### config.mk
export PLATFORM = sky130hd
export DESIGN_NAME = ds_crack_decoder
export DESIGN_NICKNAME = d
export VERILOG_FILES = /design/src/rtl/ds_decode_pkg.sv /design/src/rtl/ds_field_decode.sv /design/src/rtl/ds_crack_decoder.sv
export SDC_FILE = /design/constraint.sdc
export NUM_CORES = 1
export LEC_CHECK = 0
export ABC_CLOCK_PERIOD_IN_PS = 3700
export CAP_MARGIN = 0
export CORE_UTILIZATION = 39
export DETAILED_ROUTE_END_ITERATION = 16
export PLACE_DENSITY = 0.86
export SYNTH_ARGS = -nofsm -noshare
export SYNTH_HDL_FRONTEND = slang
export SYNTH_SLANG_ARGS = --single-unit
### constraint.sdc
create_clock -name clock_i -period 3.7 [get_ports clock_i]
set_input_delay 0.37 -clock clock_i [delete_from_list [all_inputs] [get_ports clock_i]]
set_output_delay 0.37 -clock clock_i [all_outputs]
set_load 0.02 [all_outputs]
### src/rtl/ds_decode_pkg.sv
// Shared constants and types for the DS-form load/store crack decoder.
// Optional feature macro: DS_STQ_CRACK_EN (cracks STQ into two micro-ops).
package ds_decode_pkg;

    // Primary opcodes of the DS-form doubleword load and store groups
    localparam logic [5:0] OPC_DS_LOAD  = 6'd58;
    localparam logic [5:0] OPC_DS_STORE = 6'd62;

    // Bit positions of the DS-form fields within a 32-bit instruction word
    localparam int OPC_LSB = 26;
    localparam int RT_LSB  = 21;
    localparam int RA_LSB  = 16;
    localparam int DS_LSB  = 2;

    // Functional-unit code for the load/store unit
    localparam logic [1:0] FU_LSU = 2'b01;

    // Micro-op codes
    typedef enum logic [2:0] {
        UOP_LD   = 3'd0,
        UOP_LDU  = 3'd1,
        UOP_LWA  = 3'd2,
        UOP_STD  = 3'd3,
        UOP_STDU = 3'd4,
        UOP_STQ  = 3'd5
    } uop_e;

    // Crack sequencer states; the second state exists only when STQ is cracked
`ifdef DS_STQ_CRACK_EN
    typedef enum logic {
        ST_IDLE   = 1'b0,
        ST_CRACK2 = 1'b1
    } state_e;
`else
    typedef enum logic {
        ST_IDLE = 1'b0
    } state_e;
`endif

endpackage

### src/rtl/ds_field_decode.sv
// Combinational DS-form field extraction and classification to a micro-op.
// Optional feature macro: DS_STQ_CRACK_EN (flags even-RS STQ for cracking).
module ds_field_decode
    import ds_decode_pkg::*;
#(
    parameter int INSTR_WIDTH = 32,
    parameter int REG_WIDTH   = 5,
    parameter int DATA_WIDTH  = 64
) (
    input  logic [INSTR_WIDTH-1:0] i_instr,
    output logic                   o_emit,
`ifdef DS_STQ_CRACK_EN
    output logic                   o_crack,
`endif
    output uop_e                   o_uop,
    output logic [REG_WIDTH-1:0]   o_rt,
    output logic [REG_WIDTH-1:0]   o_ra,
    output logic [DATA_WIDTH-1:0]  o_imm,
    output logic                   o_ra_zero,
    output logic                   o_writes_ra,
    output logic                   o_illegal
);

    logic [5:0]  w_opcode;
    logic [4:0]  w_rt;
    logic [4:0]  w_ra;
    logic [13:0] w_ds;
    logic [1:0]  w_xo;

    assign w_opcode = i_instr[OPC_LSB +: 6];
    assign w_rt     = i_instr[RT_LSB  +: 5];
    assign w_ra     = i_instr[RA_LSB  +: 5];
    assign w_ds     = i_instr[DS_LSB  +: 14];
    assign w_xo     = i_instr[1:0];

    assign o_rt  = REG_WIDTH'(w_rt);
    assign o_ra  = REG_WIDTH'(w_ra);
    // Byte displacement is the word-aligned DS field, sign-extended
    assign o_imm = DATA_WIDTH'($signed({w_ds, 2'b00}));

    // Classify opcode/XO into a micro-op and its legality
    always_comb begin
        // NOTE: every output gets a default first so no path leaves one unassigned (no latch).
        o_emit      = 1'b0;
`ifdef DS_STQ_CRACK_EN
        o_crack     = 1'b0;
`endif
        o_uop       = UOP_LD;
        o_ra_zero   = 1'b1;
        o_writes_ra = 1'b0;
        o_illegal   = 1'b0;
        if (w_opcode == OPC_DS_LOAD) begin
            o_emit = 1'b1;
            unique case (w_xo)
                2'd0: o_uop = UOP_LD;
                2'd1: begin
                    o_uop       = UOP_LDU;
                    o_ra_zero   = 1'b0;
                    o_writes_ra = 1'b1;
                    o_illegal   = (w_ra == 5'd0) || (w_ra == w_rt);
                end
                2'd2: o_uop = UOP_LWA;
                default: o_illegal = 1'b1;
            endcase
        end else if (w_opcode == OPC_DS_STORE) begin
            o_emit = 1'b1;
            unique case (w_xo)
                2'd0: o_uop = UOP_STD;
                2'd1: begin
                    o_uop       = UOP_STDU;
                    o_ra_zero   = 1'b0;
                    o_writes_ra = 1'b1;
                    o_illegal   = (w_ra == 5'd0);
                end
                2'd2: begin
                    o_uop = UOP_STQ;
`ifdef DS_STQ_CRACK_EN
                    // The register pair must start on an even register
                    o_illegal = w_rt[0];
                    o_crack   = !w_rt[0];
`else
                    o_illegal = 1'b1;
`endif
                end
                default: begin
                    o_uop     = UOP_STD;
                    o_illegal = 1'b1;
                end
            endcase
        end
    end

endmodule

### src/rtl/ds_crack_decoder.sv
// DS-form load/store decoder with valid/ready handshakes on both sides.
// Emits one micro-op per instruction, or two for a cracked STQ.
// Optional feature macro: DS_STQ_CRACK_EN (STQ cracked into RS and RS+1 halves).
module ds_crack_decoder
    import ds_decode_pkg::*;
#(
    parameter int INSTR_WIDTH = 32,
    parameter int REG_WIDTH   = 5,
    parameter int DATA_WIDTH  = 64,
    parameter int TAG_WIDTH   = 8
) (
    input  logic                   clock_i,
    input  logic                   reset_n_i,
    input  logic [INSTR_WIDTH-1:0] instr_i,
    input  logic [TAG_WIDTH-1:0]   tag_i,
    input  logic                   valid_i,
    output logic                   ready_o,
    output logic [REG_WIDTH-1:0]   rt_o,
    output logic [REG_WIDTH-1:0]   ra_o,
    output logic                   ra_zero_o,
    output logic [DATA_WIDTH-1:0]  imm_o,
    output logic [2:0]             uop_o,
    output logic [1:0]             fu_code_o,
    output logic                   writes_ra_o,
    output logic                   last_uop_o,
    output logic                   illegal_o,
    output logic [TAG_WIDTH-1:0]   tag_o,
    output logic                   valid_o,
    input  logic                   ready_i
);

    state_e                  r_state;
    state_e                  w_next_state;
    logic                    r_valid;
    logic [REG_WIDTH-1:0]    r_rt;
    logic [REG_WIDTH-1:0]    r_ra;
    logic                    r_ra_zero;
    logic [DATA_WIDTH-1:0]   r_imm;
    uop_e                    r_uop;
    logic [1:0]              r_fu_code;
    logic                    r_writes_ra;
    logic                    r_last;
    logic                    r_illegal;
    logic [TAG_WIDTH-1:0]    r_tag;

    logic                    w_accept;
    logic                    w_take;
    logic                    w_load_first;
    logic                    w_load_second;
    logic                    w_first_last;
    logic                    w_dec_emit;
    uop_e                    w_dec_uop;
    logic [REG_WIDTH-1:0]    w_dec_rt;
    logic [REG_WIDTH-1:0]    w_dec_ra;
    logic [DATA_WIDTH-1:0]   w_dec_imm;
    logic                    w_dec_ra_zero;
    logic                    w_dec_writes_ra;
    logic                    w_dec_illegal;
`ifdef DS_STQ_CRACK_EN
    logic                    w_dec_crack;
`endif

    ds_field_decode #(
        .INSTR_WIDTH (INSTR_WIDTH),
        .REG_WIDTH   (REG_WIDTH),
        .DATA_WIDTH  (DATA_WIDTH)
    ) u_field_decode (
        .i_instr     (instr_i),
        .o_emit      (w_dec_emit),
`ifdef DS_STQ_CRACK_EN
        .o_crack     (w_dec_crack),
`endif
        .o_uop       (w_dec_uop),
        .o_rt        (w_dec_rt),
        .o_ra        (w_dec_ra),
        .o_imm       (w_dec_imm),
        .o_ra_zero   (w_dec_ra_zero),
        .o_writes_ra (w_dec_writes_ra),
        .o_illegal   (w_dec_illegal)
    );

    // Input may load in the same cycle the held micro-op is consumed
    assign ready_o  = (r_state == ST_IDLE) && (!r_valid || ready_i);
    assign w_accept = valid_i && ready_o;
    assign w_take   = r_valid && ready_i;

`ifdef DS_STQ_CRACK_EN
    assign w_first_last = !w_dec_crack;
`else
    assign w_first_last = 1'b1;
`endif

    // Crack sequencer state register
    always_ff @(posedge clock_i or negedge reset_n_i) begin
        // NOTE: sequential state uses non-blocking assignment so all flops update together.
        if (!reset_n_i) begin
            r_state <= ST_IDLE;
        end else begin
            r_state <= w_next_state;
        end
    end

    // Next-state and output-register load decisions
    always_comb begin
        w_next_state  = r_state;
        w_load_first  = 1'b0;
        w_load_second = 1'b0;
        unique case (r_state)
            ST_IDLE: begin
                if (w_accept && w_dec_emit) begin
                    w_load_first = 1'b1;
`ifdef DS_STQ_CRACK_EN
                    if (w_dec_crack) begin
                        w_next_state = ST_CRACK2;
                    end
`endif
                end
            end
`ifdef DS_STQ_CRACK_EN
            ST_CRACK2: begin
                if (w_take) begin
                    w_load_second = 1'b1;
                    w_next_state  = ST_IDLE;
                end
            end
`endif
            default: w_next_state = ST_IDLE;
        endcase
    end

    // Output valid: set on any micro-op load, cleared when consumed
    always_ff @(posedge clock_i or negedge reset_n_i) begin
        if (!reset_n_i) begin
            r_valid <= 1'b0;
        end else if (w_load_first || w_load_second) begin
            r_valid <= 1'b1;
        end else if (w_take) begin
            r_valid <= 1'b0;
        end
    end

    // Micro-op payload: load from decoder, or derive the second STQ half in place
    always_ff @(posedge clock_i or negedge reset_n_i) begin
        if (!reset_n_i) begin
            r_rt        <= '0;
            r_ra        <= '0;
            r_ra_zero   <= 1'b0;
            r_imm       <= '0;
            r_uop       <= UOP_LD;
            r_fu_code   <= 2'b00;
            r_writes_ra <= 1'b0;
            r_last      <= 1'b0;
            r_illegal   <= 1'b0;
            r_tag       <= '0;
        end else if (w_load_first) begin
            r_rt        <= w_dec_rt;
            r_ra        <= w_dec_ra;
            r_ra_zero   <= w_dec_ra_zero;
            r_imm       <= w_dec_imm;
            r_uop       <= w_dec_uop;
            r_fu_code   <= FU_LSU;
            r_writes_ra <= w_dec_writes_ra;
            r_last      <= w_first_last;
            r_illegal   <= w_dec_illegal;
            r_tag       <= tag_i;
        end else if (w_load_second) begin
            r_rt   <= r_rt + REG_WIDTH'(1);
            r_imm  <= r_imm + DATA_WIDTH'(8);
            r_last <= 1'b1;
        end
    end

    assign valid_o     = r_valid;
    assign rt_o        = r_rt;
    assign ra_o        = r_ra;
    assign ra_zero_o   = r_ra_zero;
    assign imm_o       = r_imm;
    assign uop_o       = r_uop;
    assign fu_code_o   = r_fu_code;
    assign writes_ra_o = r_writes_ra;
    assign last_uop_o  = r_last;
    assign illegal_o   = r_illegal;
    assign tag_o       = r_tag;

endmodule

==> impl_metrics.json, run 1 <==
{
  "status": "finished clean",
  "htreeDepth": 2,
  "peakVddDrop_mv": 0.2632,
  "finalMaxSlewViolations": 0,
  "fp.dieH_um": 75.18,
  "grt_pass1_wl_um": 7383,
  "yosys.area.top_type": "dfrtp_1",
  "clk_pin_slew_ns": 0.09,
  "placed_cells": 386,
  "nFillCells": 451,
  "die_w_um": 75.18,
  "dieArea_sq_um": 5651,
  "dr.pass1.iters": 4,
  "ys.warnings.count": 0,
  "critPathLaunchType": "flip-flop",
  "cp_data_required_time_ns": 3.33,
  "layout_commonest_cell": "clkdlybuf4s50_1",
  "cp.arrival_ns": 2.19,
  "synth_area_leaders": "dfrtp_1 (48%), buf_4 (20%), nand2_1 (19%)",
  "relSlewSlack": 0.3808,
  "drtIter0Drc": 48,
  "rr_worst_depth": 5,
  "cts_tree": "built",
  "floorplan.initialDensity": 0.4063,
  "critPathCaptureType": "primary output",
  "synth_top_area_frac": 0.4793,
  "avgSynthCellArea_sq_um": 8.774,
  "antennaDiodeCount": 0,
  "ys_ff_latch": 40,
  "layout-drive-gt1-share": 0.04630,
  "power.total_uw": 1622,
  "wl_per_cell_um": 12.84,
  "overflow": 0,
  "finalSetupTns_ns": 0,
  "netlist_area_sq_um": 2088,
  "cts-resized-gates": 0,
  "maxCapViolCount": 0,
  "cp_slowest_stage_delay_ns": 0.96,
  "regToRegSetupSlack_ns": 1.87,
  "core_sq_um": 5140,
  "max_freq_mhz": 391.0,
  "reg2reg_to": "imm_o[7]$_DFFE_PN0P_",
  "final_cell_mix": "clkdlybuf4s50_1 (132), nand2_1 (106), dfrtp_1 (40)",
  "synth.lib_cells_used.distinct": 23,
  "rr_startpoint": "valid_o$_DFFE_PN0P_",
  "clk_latency_ns": 0.30,
  "rsz0062_at_grt": "no",
  "setup_violations": 0,
  "critPathKind": "flip-flop to primary output",
  "final_antenna_net_count": 0,
  "period_minus_slack_ns": 2.557,
  "antenna_found_initial": 0,
  "cts_buffers": 5,
  "gr-usage-all-layers": 0.1774,
  "powerDensity_nw_per_um2": 509.0,
  "grt_pass1_vias": 1498,
  "post-dp-hpwl_um": 3739,
  "viasPerCell": 4.348,
  "drc_errors": 0,
  "finalCritPeriodShare": 0.6912,
  "drt-total-wl_um": 5059,
  "hold_buffers": 0,
  "grt_max_degree": 41,
  "rows": 26,
  "area_growth_syn_to_layout_pct": 52.61,
  "portBuffers": 133,
  "io_pins": 137,
  "hold_viol": 0,
  "tightest_slew_ns": 0.9289,
  "critPathMaxFanout": 38,
  "vias": 1713,
  "fin_cells": 394,
  "clock-sinks": 40,
  "critPathSlowestCell": "dfrtp_1",
  "ctsLongestPathBuffers": 2,
  "path_cells": "buf_4 > clkdlybuf4s50_1",
  "p_leak_uw": 0.001485,
  "cts_root_buffer": "clkbuf_8",
  "hold_path.class": "input port to async pin",
  "final_nets": 371,
  "syn_inst": 238,
  "yosysSeqAreaShare": 0.4793,
  "cts_setup_buffers": 0,
  "skew_ns": 0.007875,
  "place_congestion": 0.6778
}
## cells by family after synthesis
| kind of cell | Yosys count | synth area share |
|---|---|---|
| AOI/OAI and AO/OA | 9 | 0.02576 |
| and+or+nand+nor | 116 | 0.2325 |
| buffers and inverters | 62 | 0.2115 |
| adders and majority gates | 4 | 0.02397 |
| DFF | 40 | 0.4793 |
| xor gates and xnor gates | 6 | 0.02516 |
| other | 1 | 0.001796 |
## through the flow
stage	setup slack (ns)	area, sq um	util	hold WS, ns
6_report	1.143	3187	0.6200	0.2008
4_1_cts	1.083	3187	0.6200	0.2309
3_3_place_gp	1.286	3098	0.6027	0.4581
3_5_place_dp	1.230	3098	0.6027	0.4615
5_1_grt	0.9530	3187	0.6200	0.2614
2_1_floorplan	1.891	2096	-	0.07441
## final cells by class
cell class,count,area [sq um],share of cell area
flip-flops and latches,40,1001,0.3141
inverters,2,7.507,0.002356
repair buffers,136,1349,0.4232
multi-input cells,138,653.1,0.2049
clock buffers,6,72.57,0.02277
well taps,70,87.58,0.02748
clock inverters,2,16.27,0.005104
## routing by layer
metal / global-route usage / vias up / part of all wire
met2: 0.3113 / 92 / 0.50
li1: - / 848 / -
met4: 0.03704 / 0 / 0.0071
met5: 0 / - / 0
met1: 0.2099 / 769 / 0.39
met3: 0.06426 / 4 / 0.10
## flip-flops by register name (all words and copies together) (netlist names)
| register | cells |
|---|---|
| illegal_o | 1 |
| imm_o | 14 |
| last_uop_o | 1 |
| ra_o | 5 |
| ra_zero_o | 1 |
| rt_o | 5 |
| tag_o | 8 |
| uop_o | 3 |
| valid_o | 1 |
| writes_ra_o | 1 |
## worst max-delay path, delay by kind of cell, from the launching register on
kind / cells / cell delay (ns)
buffers and inverters: 2 / 0.94
flip-flops: 1 / 0.96
## worst max-delay path by stage
| stage | startpoint | to | slack, ns | cells after the start |
|---|---|---|---|---|
| after floorplan | imm_o[15]$_DFFE_PN0P_ | imm_o[16] | 1.89 | 1 |
| after global placement | instr_i[29] | ra_o[0]$_DFFE_PN0P_ | 1.29 | 6 |
| after detailed placement | instr_i[27] | imm_o[12]$_DFFE_PN0P_ | 1.23 | 6 |
| after CTS | imm_o[15]$_DFFE_PN0P_ | imm_o[25] | 1.08 | 2 |
| after global routing | imm_o[15]$_DFFE_PN0P_ | imm_o[25] | 0.95 | 2 |
| final | imm_o[15]$_DFFE_PN0P_ | imm_o[25] | 1.14 | 2 |
## cells in the mapped netlist, drive strengths merged
master	count
a21oi	1
a31oi	1
and4	1
and4b	1
and4bb	1
buf	57
clkbuf	3
conb	1
dfrtp	40
ha	4
inv	2
nand2	106
nand2b	2
nand4	1
nor2	2
nor3	1
o21ai	6
o31ai	1
or4	1
xnor2	1
xor2	5
## report_power, final
part | leakage [uW] | internal [uW] | switching [uW]
Clock | 0.0000414 | 134 | 160
Sequential | 0.000519 | 516 | 62.0
Combinational | 0.000925 | 374 | 376
Note: power is estimated with default switching activity, not from simulation.
==> inputs of run 2 (changes only) <==
--- a/config.mk
+++ b/config.mk
@@ -5,11 +5,11 @@
 export SDC_FILE = /design/constraint.sdc
 export NUM_CORES = 1
 export LEC_CHECK = 0
-export ABC_CLOCK_PERIOD_IN_PS = 3700
+export ABC_CLOCK_PERIOD_IN_PS = 2200
 export CAP_MARGIN = 0
-export CORE_UTILIZATION = 39
+export CORE_UTILIZATION = 33
 export DETAILED_ROUTE_END_ITERATION = 16
-export PLACE_DENSITY = 0.86
+export PLACE_DENSITY = 0.78
 export SYNTH_ARGS = -nofsm -noshare
 export SYNTH_HDL_FRONTEND = slang
 export SYNTH_SLANG_ARGS = --single-unit
==> constraint.sdc (replaced) <==
create_clock -name clock_i -period 2.2 [get_ports clock_i]
set_input_delay 0.22 -clock clock_i [delete_from_list [all_inputs] [get_ports clock_i]]
set_output_delay 0.22 -clock clock_i [all_outputs]
set_load 0.02 [all_outputs]
==> run 2 against run 1 <==
Against the previous run: design area is 1.5% higher; critical endpoint is now imm_o[22]; via count increased by 0.41%; routed wire length shrank 5.3%; setup slack got worse by 0.84 ns; largest cell class unchanged; global-route usage down 3.5 points; count of clock-buffer cells in the layout down 1; sequential power grew 62%; highest routed layer unchanged; flip-flop and latch count unchanged.
==> impl_metrics.json, run 2 (same netlist as run 1, synthesis figures left out) <==
{
  "critPathKind": "flip-flop to primary output",
  "ctsLongestPathBuffers": 2,
  "drc_errors": 0,
  "layout_commonest_cell": "clkdlybuf4s50_1",
  "vias": 1720,
  "die_w_um": 81.55,
  "rows": 28,
  "cp.arrival_ns": 1.68,
  "cts_buffers": 5,
  "finalSetupTns_ns": 0,
  "largest_register_ffs": 14,
  "critPathMaxFanout": 49,
  "post-dp-hpwl_um": 3575,
  "rr_worst_depth": 4,
  "rsz0062_at_grt": "no",
  "max_freq_mhz": 527.0,
  "core_sq_um": 6026,
  "dr.pass1.iters": 4,
  "final_nets": 372,
  "fin_area_sq_um": 3236,
  "critPathCaptureType": "primary output",
  "cts_tree": "built",
  "overflow": 0,
  "rr_startpoint": "valid_o$_DFFE_PN0P_",
  "clock-sinks": 40,
  "critPathSlowestCell": "clkdlybuf4s50_1",
  "cts_root_buffer": "clkbuf_8",
  "grt_max_degree": 50,
  "finalMaxSlewViolations": 0,
  "area_growth_syn_to_layout_pct": 54.94,
  "relSlewSlack": 0.4145,
  "final_antenna_net_count": 0,
  "hold_path.class": "input port to async pin",
  "portBuffers": 133,
  "skew_ns": 0.004249,
  "viasPerCell": 4.300,
  "powerDensity_nw_per_um2": 870.4,
  "place_congestion": 0.7217,
  "grt_pass1_wl_um": 7058,
  "regToRegSetupSlack_ns": 0.82,
  "layout-drive-gt1-share": 0.05231,
  "final_cell_mix": "clkdlybuf4s50_1 (132), nand2_1 (106), dfrtp_1 (40)",
  "setup_violations": 0,
  "antenna_found_initial": 0,
  "p_leak_uw": 0.001509,
  "finalCritPeriodShare": 0.8625,
  "cts-resized-gates": 0,
  "antennaDiodeCount": 0,
  "io_pins": 137,
  "floorplan.initialDensity": 0.3466,
  "maxCapViolCount": 0,
  "drtIter0Drc": 49,
  "period_minus_slack_ns": 1.898,
  "wl_per_cell_um": 11.98,
  "hold_viol": 0,
  "clk_pin_slew_ns": 0.08,
  "grt_pass1_vias": 1467,
  "path_cells": "buf_4 > clkdlybuf4s50_1",
  "tightest_slew_ns": 0.8783,
  "dieArea_sq_um": 6650,
  "status": "finished clean",
  "hold_buffers": 0,
  "peakVddDrop_mv": 0.5062,
  "htreeDepth": 2,
  "drt-total-wl_um": 4791,
  "cts_setup_buffers": 0,
  "cp_slowest_stage_delay_ns": 0.68,
  "gr-usage-all-layers": 0.1424,
  "reg2reg_to": "illegal_o$_DFFE_PN0P_",
  "fp.dieH_um": 81.55,
  "cp_data_required_time_ns": 1.98,
  "clk_latency_ns": 0.29,
  "dpl_cell_area_sq_um": 3124,
  "critPathLaunchType": "flip-flop"
}
==> run 2: changes by cell type in the layout (fill, tap and decap cells not counted), sizes merged <==
cell / change
buf: +1
bufinv: +1
clkbuf: -1
==> run 2: layer usage <==
layer  wire, um  vias to the layer above  GRT usage
li1           -                      848          -
met1       1938                      779     0.1676
met2       2318                       88     0.2400
met3        501                        5    0.05333
met4         31                        0    0.04286
met5          0                        -          0
==> run 2: how the worst max path moves through the flow <==
stage,depth (start not counted),from,to
floorplan,1,imm_o[15]$_DFFE_PN0P_,imm_o[16]
global placement,5,instr_i[26],illegal_o$_DFFE_PN0P_
detailed placement,5,instr_i[29],illegal_o$_DFFE_PN0P_
CTS,2,imm_o[15]$_DFFE_PN0P_,imm_o[54]
global route,2,imm_o[15]$_DFFE_PN0P_,imm_o[59]
finish,2,imm_o[15]$_DFFE_PN0P_,imm_o[22]
==> run 2: area by class of cell <==
class                   instances  area (sq um)
clock buffers                   5         68.82
clock inverters                 3         42.54
fillers                       573          2790
inverters                       2         7.507
multi-input cells             138         653.1
flip-flops and latches         40          1001
well taps                      75         93.84
repair buffers                137          1369
==> run 2: power breakdown <==
part | switching [uW] | total [uW] | internal (uW)
logic | 656 | 1280 | 629
registers | 71.0 | 939 | 868
clock network | 257 | 592 | 336
total | 983 | 2820 | 1830
==> run 2: worst max-delay path, delay by kind of cell, from the launching register on <==
kind | cells | cell delay (ns)
buffers and inverters | 2 | 1.03
DFF | 1 | 0.35
==> run 2: metrics by stage <==
stage	setup WS [ns]	hold WS, ns	utilization	std cells	power (uW)
final	0.3024	0.04122	0.5370	400	2816
after global routing	0.1623	0.1243	0.5370	400	2974
after floorplan	0.5414	-0.07559	-	240	1753
after detailed placement	0.3851	0.3920	0.5185	392	2252
after global placement	0.4314	0.3896	0.5185	392	2232
after CTS	0.2585	0.06764	0.5370	400	2859
==> inputs of run 3 (changes only) <==
--- a/config.mk
+++ b/config.mk
@@ -7,6 +7,7 @@
 export LEC_CHECK = 0
 export ABC_CLOCK_PERIOD_IN_PS = 2200
 export CAP_MARGIN = 0
+export CORE_ASPECT_RATIO = 0.7
 export CORE_UTILIZATION = 33
 export DETAILED_ROUTE_END_ITERATION = 16
 export PLACE_DENSITY = 0.78
==> run 3 against run 2 <==
Against the previous run: register-to-register slack better by 0.04 ns; fmax hardly changed; hold slack worse by 0.014 ns; critical endpoint is now imm_o[38]; design area grew 0.73%; die area is essentially flat; critical path type unchanged; routed wire length rose by 6.1%.
==> impl_metrics.json, run 3 (same netlist as run 1, synthesis figures left out) <==
{
  "largest_register_ffs": 14,
  "fin_util": 0.5525,
  "viasPerCell": 4.239,
  "peakVddDrop_mv": 0.4826,
  "relSlewSlack": 0.4218,
  "cts_tree": "built",
  "finalCritPeriodShare": 0.8634,
  "worstPathBufferInverterCount": 2,
  "max_freq_mhz": 526.5,
  "antennaDiodeCount": 0,
  "antenna_found_initial": 0,
  "period_minus_slack_ns": 1.899,
  "placed_cells": 393,
  "hold_buffers": 0,
  "layout-drive-gt1-share": 0.05521,
  "place_congestion": 0.6722,
  "drt-total-wl_um": 5081,
  "grt_pass1_wl_um": 8135,
  "fp.dieH_um": 68.56,
  "critPathLaunchType": "flip-flop",
  "powerDensity_nw_per_um2": 878.5,
  "grt_pass1_vias": 1567,
  "cts_setup_buffers": 0,
  "die_w_um": 97.08,
  "area_growth_syn_to_layout_pct": 56.08,
  "skew_ns": 0.01287,
  "cts_root_buffer": "clkbuf_8",
  "drtIter0Drc": 66,
  "cp.arrival_ns": 1.68,
  "cts-resized-gates": 0,
  "finalSetupTns_ns": 0,
  "post-dp-hpwl_um": 3850,
  "finalMaxSlewViolations": 0,
  "ctsLongestPathBuffers": 2,
  "rr_startpoint": "valid_o$_DFFE_PN0P_",
  "fin_area_sq_um": 3259,
  "final_antenna_net_count": 0,
  "hold_path.class": "input port to async pin",
  "fin_cells": 401,
  "rows": 23,
  "wl_per_cell_um": 12.67,
  "hold_viol": 0,
  "path_cells": "buf_12 > clkdlybuf4s50_1",
  "final_cell_mix": "clkdlybuf4s50_1 (132), nand2_1 (106), dfrtp_1 (40)",
  "core_sq_um": 5899,
  "dieArea_sq_um": 6655,
  "setup_violations": 0,
  "cpLargestDelayFamily": "buffers and inverters",
  "dpl_cell_area_sq_um": 3144,
  "clock-sinks": 40,
  "dr.pass1.iters": 4,
  "vias": 1700,
  "floorplan.initialDensity": 0.3540,
  "register_area_sq_um": 1001,
  "grt_max_degree": 42,
  "final_nets": 373,
  "rsz0062_at_grt": "no",
  "overflow": 0,
  "power.total_uw": 2863,
  "tightest_slew_ns": 0.8673,
  "portBuffers": 133,
  "cp_data_required_time_ns": 1.98,
  "drc_errors": 0,
  "clk_pin_slew_ns": 0.09,
  "regToRegSetupSlack_ns": 0.86,
  "maxCapViolCount": 0,
  "cts_buffers": 5,
  "multi_input_area_sq_um": 653.1,
  "reg2reg_to": "imm_o[9]$_DFFE_PN0P_",
  "critPathCaptureType": "primary output",
  "gr-usage-all-layers": 0.1568,
  "nFillCells": 515,
  "htreeDepth": 2,
  "critPathKind": "flip-flop to primary output",
  "rr_worst_depth": 5,
  "critPathSlowestCell": "clkdlybuf4s50_1",
  "status": "finished clean",
  "io_pins": 137,
  "critPathMaxFanout": 41,
  "cp_slowest_stage_delay_ns": 0.63,
  "p_leak_uw": 0.001513,
  "clk_latency_ns": 0.30,
  "layout_commonest_cell": "clkdlybuf4s50_1"
}
run 3: changes by cell type in the layout (fill, tap and decap cells not counted):
cell	before	now
buf_12	1	2
clkinv_2	1	0
inv_6	0	1
run 3: metal layers:
metal | routed length (um) | global-route usage | part of all wire
met5 | 0 | 0 | 0
met4 | 51 | 0.04478 | 0.010
met3 | 482 | 0.06855 | 0.095
met2 | 2281 | 0.2491 | 0.45
met1 | 2266 | 0.1967 | 0.45
run 3: metrics by stage:
stage	hold WS (ns)	setup slack (ns)
after floorplan	-0.07559	0.5414
after global placement	0.3872	0.5055
after detailed placement	0.4028	0.4681
after CTS	0.07421	0.2598
after global routing	0.1087	0.1765
final	0.02691	0.3006
run 3: power by group:
part	internal (uW)	switching (uW)	leakage, uW
combinational	640	652	0.000939
clock	342	277	0.0000548
sequential	868	84.2	0.000519
run 3: how the worst max path moves through the flow:
stage / from / depth (start not counted) / slack, ns / end
after floorplan: imm_o[15]$_DFFE_PN0P_ / 1 / 0.54 / imm_o[16]
after global placement: instr_i[29] / 6 / 0.51 / ra_o[1]$_DFFE_PN0P_
after detailed placement: instr_i[26] / 6 / 0.47 / imm_o[9]$_DFFE_PN0P_
after CTS: imm_o[15]$_DFFE_PN0P_ / 2 / 0.26 / imm_o[38]
after global routing: imm_o[15]$_DFFE_PN0P_ / 2 / 0.18 / imm_o[17]
final: imm_o[15]$_DFFE_PN0P_ / 2 / 0.30 / imm_o[38]
run 3: cell type report:
| type | count | share of cell area |
|---|---|---|
| timing repair buffer | 138 | 0.4261 |
| sequential | 40 | 0.3071 |
| multi-input combinational | 138 | 0.2004 |
| tap | 75 | 0.02879 |
| clock buffer | 5 | 0.02111 |
| clock inverter | 3 | 0.01420 |
| inverter | 2 | 0.002303 |
